**src/rtl/cell_package.sv**
```systemverilog
// Shared beat format for the ComputationCell chain, plus the stream source FSM states.
package cell_package;

  localparam int unsigned CellDataWidth  = 16;
  localparam int unsigned CellIndexWidth = 8;

  typedef struct packed {
    logic [CellDataWidth-1:0]  data;
    logic                      isValid;
    logic [CellIndexWidth-1:0] wIndex;
    logic                      isFirst;
    logic                      isLast;
    logic                      isResult;
  } cellstruct;

  typedef enum logic [1:0] {StIdle, StSend, StGap} stream_src_state_t;

  localparam cellstruct IdleBeat = '0;

  function automatic cellstruct make_beat(input logic [CellDataWidth-1:0]  data,
                                          input logic [CellIndexWidth-1:0] idx,
                                          input logic                      last);
    cellstruct b;
    b          = IdleBeat;
    b.data     = data;
    b.isValid  = 1'b1;
    b.wIndex   = idx;
    b.isFirst  = (idx == '0);
    b.isLast   = last;
    return b;
  endfunction

endpackage

```
**src/rtl/vector_stream_source_if.sv**
```systemverilog
// Producer-side vector handshake and the outgoing beat stream of vector_stream_source.
interface vector_stream_source_if #(
  parameter int unsigned bitwidth        = 8,
  parameter int unsigned inputVectorSize = 3
);
  import cell_package::*;

  logic [bitwidth-1:0] vecIn [inputVectorSize];
  logic                vecValid;
  logic                vecReady;
  cellstruct           streamOut;
  logic                busy;

  modport master (output vecIn, vecValid, input vecReady, streamOut, busy);
  modport slave  (input vecIn, vecValid, output vecReady, streamOut, busy);

endinterface

```
**src/rtl/vector_fifo.sv**
```systemverilog
// Whole-vector FIFO; the caller must never push when full or pop when empty.
module vector_fifo #(
  parameter int unsigned bitwidth        = 8,
  parameter int unsigned inputVectorSize = 3,
  parameter int unsigned bufferDepth     = 2
) (
  input  logic                clk_i,
  input  logic                rst_i,
  input  logic                push_i,
  input  logic [bitwidth-1:0] push_data_i [inputVectorSize],
  input  logic                pop_i,
  output logic [bitwidth-1:0] pop_data_o [inputVectorSize],
  output logic                full_o,
  output logic                empty_o
);

  localparam int unsigned PtrW = (bufferDepth > 1) ? $clog2(bufferDepth) : 1;
  localparam int unsigned CntW = $clog2(bufferDepth + 1);

  logic [bitwidth-1:0] mem_q [bufferDepth][inputVectorSize];
  logic [PtrW-1:0]     wr_ptr_q, rd_ptr_q;
  logic [CntW-1:0]     count_q;

  // Depth need not be a power of two, so wrap explicitly.
  function automatic logic [PtrW-1:0] ptr_inc(input logic [PtrW-1:0] p);
    return (p == PtrW'(bufferDepth - 1)) ? '0 : p + PtrW'(1);
  endfunction

  assign full_o     = (count_q == CntW'(bufferDepth));
  assign empty_o    = (count_q == '0);
  assign pop_data_o = mem_q[rd_ptr_q];

  always_ff @(posedge clk_i) begin
    if (rst_i) begin
      wr_ptr_q <= '0;
      rd_ptr_q <= '0;
      count_q  <= '0;
    end else begin
      if (push_i) begin
        mem_q[wr_ptr_q] <= push_data_i;
        wr_ptr_q        <= ptr_inc(wr_ptr_q);
      end
      if (pop_i) begin
        rd_ptr_q <= ptr_inc(rd_ptr_q);
      end
      if (push_i && !pop_i) begin
        count_q <= count_q + CntW'(1);
      end else if (!push_i && pop_i) begin
        count_q <= count_q - CntW'(1);
      end
    end
  end

endmodule

```
**src/rtl/vector_stream_source.sv**
```systemverilog
// Buffers parallel vectors and serialises each into one beat per element, with idle gaps.
module vector_stream_source
  import cell_package::*;
#(
  parameter int unsigned bitwidth        = 8,
  parameter int unsigned inputVectorSize = 3,
  parameter int unsigned gapCycles       = 2,
  parameter int unsigned bufferDepth     = 2
) (
  input logic                   clock,
  input logic                   reset,
  vector_stream_source_if.slave bus
);

  localparam int unsigned    IdxW    = (inputVectorSize > 1) ? $clog2(inputVectorSize) : 1;
  localparam logic [IdxW-1:0] LastIdx = IdxW'(inputVectorSize - 1);
  localparam logic [3:0]      GapInit = 4'(gapCycles);

  logic                fifo_full, fifo_empty, push, pop;
  logic [bitwidth-1:0] head  [inputVectorSize];
  logic [bitwidth-1:0] vec_q [inputVectorSize];

  stream_src_state_t state_q;
  cellstruct         stream_q, first_beat, next_beat;
  logic [IdxW-1:0]   widx_q, widx_inc;
  logic [3:0]        gap_q;
  logic              at_last, gap_done;

  vector_fifo #(
    .bitwidth       (bitwidth),
    .inputVectorSize(inputVectorSize),
    .bufferDepth    (bufferDepth)
  ) u_fifo (
    .clk_i      (clock),
    .rst_i      (reset),
    .push_i     (push),
    .push_data_i(bus.vecIn),
    .pop_i      (pop),
    .pop_data_o (head),
    .full_o     (fifo_full),
    .empty_o    (fifo_empty)
  );

  // Ready ignores a same-cycle pop: a full FIFO is never bypassed.
  assign bus.vecReady = !reset && !fifo_full;
  assign push         = bus.vecValid && bus.vecReady;

  assign at_last  = (state_q == StSend) && (widx_q == LastIdx);
  // gap_q counts the idle beats still to show, including the one on the output now.
  assign gap_done = (state_q == StGap) && (gap_q <= 4'd1);
  assign pop      = !fifo_empty && ((state_q == StIdle) || gap_done ||
                                    (at_last && (gapCycles == 0)));

  assign widx_inc   = widx_q + IdxW'(1);
  assign first_beat = make_beat(CellDataWidth'(head[0]), '0, inputVectorSize == 1);
  assign next_beat  = make_beat(CellDataWidth'(vec_q[widx_inc]), CellIndexWidth'(widx_inc),
                                widx_inc == LastIdx);

  assign bus.streamOut = reset ? IdleBeat : stream_q;
  assign bus.busy      = !reset && (!fifo_empty || (state_q != StIdle));

  always_ff @(posedge clock) begin
    if (reset) begin
      state_q  <= StIdle;
      stream_q <= IdleBeat;
      widx_q   <= '0;
      gap_q    <= '0;
      vec_q    <= '{default: '0};
    end else begin
      if (pop) begin
        vec_q <= head;
      end
      case (state_q)
        StIdle: begin
          if (pop) begin
            state_q  <= StSend;
            widx_q   <= '0;
            stream_q <= first_beat;
          end else begin
            stream_q <= IdleBeat;
          end
        end
        StSend: begin
          if (!at_last) begin
            widx_q   <= widx_inc;
            stream_q <= next_beat;
          end else begin
            widx_q <= '0;
            if (gapCycles != 0) begin
              state_q  <= StGap;
              gap_q    <= GapInit;
              stream_q <= IdleBeat;
            end else if (pop) begin
              stream_q <= first_beat;
            end else begin
              state_q  <= StIdle;
              stream_q <= IdleBeat;
            end
          end
        end
        StGap: begin
          if (!gap_done) begin
            gap_q    <= gap_q - 4'd1;
            stream_q <= IdleBeat;
          end else begin
            gap_q <= '0;
            if (pop) begin
              state_q  <= StSend;
              stream_q <= first_beat;
            end else begin
              state_q  <= StIdle;
              stream_q <= IdleBeat;
            end
          end
        end
        default: begin
          state_q  <= StIdle;
          stream_q <= IdleBeat;
        end
      endcase
    end
  end

endmodule

```
**src/flat_wrapper.sv**
```systemverilog
// flat-port wrapper written by rule: the top's interface ports become plain ports
module vector_stream_source_flat import cell_package::*;
#(
  parameter int unsigned bitwidth        = 8,
  parameter int unsigned inputVectorSize = 3,
  parameter int unsigned gapCycles       = 2,
  parameter int unsigned bufferDepth     = 2
)
  (clock, reset, bus_vecIn, bus_vecValid, bus_vecReady, bus_streamOut, bus_busy);
  vector_stream_source_if #(.bitwidth(bitwidth), .inputVectorSize(inputVectorSize)) bus_i ();
  input logic clock;
  input logic reset;
  input wire logic [$bits(bus_i.vecIn)-1:0] bus_vecIn;
  input wire logic [$bits(bus_i.vecValid)-1:0] bus_vecValid;
  output wire logic [$bits(bus_i.vecReady)-1:0] bus_vecReady;
  output wire logic [$bits(bus_i.streamOut)-1:0] bus_streamOut;
  output wire logic [$bits(bus_i.busy)-1:0] bus_busy;
  assign bus_i.vecIn = {>>{bus_vecIn}};
  assign bus_i.vecValid = bus_vecValid;
  assign bus_vecReady = bus_i.vecReady;
  assign bus_streamOut = bus_i.streamOut;
  assign bus_busy = bus_i.busy;
  vector_stream_source #(.bitwidth(bitwidth), .inputVectorSize(inputVectorSize), .gapCycles(gapCycles), .bufferDepth(bufferDepth)) u_core (.clock(clock), .reset(reset), .bus(bus_i));
endmodule
```
**config.mk**
```make
export PLATFORM = sky130hd
export DESIGN_NAME = vector_stream_source_flat
export DESIGN_NICKNAME = d
export VERILOG_FILES = /design/src/rtl/cell_package.sv /design/src/rtl/vector_stream_source_if.sv /design/src/rtl/vector_fifo.sv /design/src/rtl/vector_stream_source.sv /design/src/flat_wrapper.sv
export SDC_FILE = /design/constraint.sdc
export NUM_CORES = 1
export LEC_CHECK = 0
export ABC_AREA = 1
export CAP_MARGIN = 15
export CELL_PAD_IN_SITES_DETAIL_PLACEMENT = 2
export CELL_PAD_IN_SITES_GLOBAL_PLACEMENT = 2
export CORE_MARGIN = 5
export CORE_UTILIZATION = 33
export CTS_CLUSTER_SIZE = 12
export DETAILED_ROUTE_END_ITERATION = 10
export GPL_TIMING_DRIVEN = 1
export PLACE_DENSITY = 0.83
export SLEW_MARGIN = 20
export SYNTH_ARGS = -nofsm -noshare
export SYNTH_HDL_FRONTEND = slang
export SYNTH_SLANG_ARGS = --single-unit
```
**constraint.sdc**
```tcl
create_clock -name clock -period 2.35 [get_ports clock]
set_input_delay 0.3525 -clock clock [delete_from_list [all_inputs] [get_ports clock]]
set_output_delay 0.3525 -clock clock [all_outputs]
set_load 0.1 [all_outputs]
```
==> results.yml <==
floorplan:
  dieArea_um2: 15000
  core-area_um2: 12500
  die_w_um: 123
  std_cell_rows: 41
  start_util_pct: 33.4
  pin_count: 57
  die_h_um: 123
worst_setup_path:
  slowest_delay_ps: 380
  cpLargestDelayFamily: "buffers and inverters"
  critPathBufInv: 3
  end_kind: "register"
  start_kind: "register"
  worst-endpoint-required_ps: 2600
  worstPathMaxFanout: 42
  arrival_ps: 2240
  crit_type: "reg -> reg"
  critPathSlowestCell: "buf_4"
  crit_chain: "inv_1, ha_1, inv_1, nand2_1, nand2_1, nand2_2, buf_4, nand3_1, a21oi_1"
synth:
  post_synth_num_cell_types: 22
  ys_seq_area_share_pct: 58.4
  yosys_warnings: 0
  syn_avg_cell_area_um2: 8.89
  synth_seq_cells: 98
  syn_inst: 471
  synthesis.area_um2: 4190
finish:
  seq_area_um2: 2440
  drive_gt1_share_pct: 9.53
  diodes: 0
  final_cells: 686
  synthToLayoutAreaGrowth_pct: 23.5
  post-route-util_pct: 41.3
  multi_input_area_um2: 1400
  nNetsFinal: 542
  n_fill_cell: 1420
  fin_area_um2: 5170
cts:
  cts_made_buffers: 9
  clockBufferDepth: 2
  tritoncts: "done"
  cts_resized: 0
  cts_htree_levels: 3
  ctsHoldBuffers: 0
  cts.sinks: 98
  clkTransAtPathRegs_ps: 70
  post_cts_buffers: 0
  clock-root-buffer: "clkbuf_16"
  clk_latency_ps: 350
power_and_ir_drop:
  power_leakage_nw: 2.04
  peakVddDrop_uv: 426
  p_per_area_nw_per_um2: 1230
global_routing:
  grt-ovfl-total: 0
  grt_pass1_vias: 3532
  grt_usage_pct: 15.8
  grt_max_degree: 43
  grt_pass1_wl_um: 18100
  grt_antenna_before_repair: 0
timing:
  slew_viol_final: 0
  final-hold-violation-count: 0
  clock_skew_ps: 9.11
  fmax_ghz: 0.504
  slew_headroom_pct: 55.3
  report.final.setup_viol: 0
  finalCritPeriodShare_pct: 84.5
  rsz0062_at_grt: "false"
  post-route-min-period_ps: 1990
  worst_hold_slack_ps: 468
  tightestPinTransition_ps: 670
  finalSetupTns_ps: 0
place:
  port_buffers: 41
  dpl.hpwl_um: 7790
  routabilityCongestion: 0.758
  placed_area_um2: 4870
  dp.cells: 670
drt:
  avgRoutedWirePerCell_um: 16.4
  drt_wl_total_um: 11300
  vias: 3216
  ant_nets: 0
  via_per_inst: 4.69
  firstDrtPassIters: 4
  drc: 0
  drtIter0Drc: 149
flow_run:
  cap_violations: 0
run_status:
  status: "finished clean"
worst_hold_path:
  hold_class: "reg -> reg"
area by class of cell:
| type | count | area share (%) |
|---|---|---|
| clock buffers | 9 | 4.36 |
| clock inverters | 7 | 1.45 |
| inverters | 45 | 3.27 |
| multi-input cells | 303 | 27.1 |
| flip-flops and latches | 98 | 47.2 |
| well taps | 172 | 4.16 |
| repair buffers | 52 | 12.4 |
path summary, 6_finish.rpt:
path	slack (ps)	from	end	cells after the start
setup / recovery	360	u_core.gap_q[0]$_SDFFE_PP0P_	u_core.stream_q[17]$_SDFF_PP0_	9
hold / removal	470	u_core.vec_q[18]$_SDFFE_PP0N_	u_core.vec_q[18]$_SDFFE_PP0N_	2
setup reg to reg	360	u_core.gap_q[0]$_SDFFE_PP0P_	u_core.stream_q[17]$_SDFF_PP0_	9
hold reg to reg	470	u_core.vec_q[18]$_SDFFE_PP0N_	u_core.vec_q[18]$_SDFFE_PP0N_	2
per-layer routing:
layer | up-vias | GRT usage [%] | wire (um)
met5 | - | 0 | 0
li1 | 1561 | - | -
met3 | 15 | 2.81 | 396
met2 | 64 | 28.1 | 5840
met1 | 1576 | 18.9 | 4840
met4 | 0 | 6.30 | 182
sequential cells by signal (all words and copies together) (netlist names), named ones only:
| name | cells |
|---|---|
| u_core.u_fifo.mem_q | 48 |
| u_core.vec_q | 24 |
| u_core.stream_q | 13 |
| u_core.gap_q | 4 |
| u_core.state_q | 2 |
| u_core.u_fifo.count_q | 2 |
| u_core.widx_q | 2 |
| u_core.u_fifo.rd_ptr_q | 1 |
| u_core.u_fifo.wr_ptr_q | 1 |
cell usage in the layout (no fill, tap or decap), types with 7 or more instances in the layout:
cell             synthesis  routed
nand2_1                121     121
dfxtp_1                 50      50
edfxtp_1                48      48
a21oi_1                 47      47
inv_1                   44      44
nor2_1                  46      44
nand3_1                 36      36
clkdlybuf4s50_1          0      26
a21boi_0                16      16
conb_1                   1      15
buf_12                   0      15
buf_4                   18      11
clkbuf_16                0       9
o21ai_0                  7       7
kinds of logic after synthesis:
kind of cell | Yosys count | synth area share (%)
flops | 98 | 58.4
buf+inv | 84 | 9.57
simple gates | 210 | 20.5
other cells | 1 | 0.0896
xor+xnor | 1 | 0.209
fa+ha+maj | 6 | 1.79
compound gates | 71 | 9.51
through the flow:
step / setup WS, ps / power (mW)
after global routing: 158 / 6.80
after floorplan: -178 / 4.11
after global placement: 443 / 4.72
after detailed placement: 312 / 4.90
final: 364 / 6.36
after CTS: 318 / 6.47
cells in the mapped netlist:
library cell  number  area share, %
a21boi_0          16            2.9
a21oi_1           47            5.6
buf_2             14            1.7
buf_4             18            3.2
clkbuf_1           7           0.63
conb_1             1          0.090
dfxtp_1           50             24
edfxtp_1          48             34
ha_1               6            1.8
inv_1             44            3.9
inv_2              1          0.090
nand2_1          121             11
nand2_2            2           0.30
nand3_1           36            4.3
nand3b_1           1           0.18
nor2_1            46            4.1
nor2_2             2           0.30
nor2_4             1           0.27
o21a_1             1           0.18
o21ai_0            7           0.84
or2_1              1           0.15
xor2_1             1           0.21
worst reg2reg max path, delay by kind of cell, from the launching register on:
kind / cells / cell delay (ps)
AND/OR/NAND/NOR: 4 / 490
AO/OA/AOI/OAI: 1 / 300
flip-flops: 1 / 330
buffers and inverters: 3 / 560
adder cells (fa/ha/maj): 1 / 220
report_power, final:
group	switching [mW]	total, mW	internal (mW)
sequential	0.189	2.35	2.16
clock	0.668	1.50	0.833
combinational	1.71	2.51	0.794
total	2.57	6.36	3.79
No activity file was read; power rests on OpenSTA's default activity.
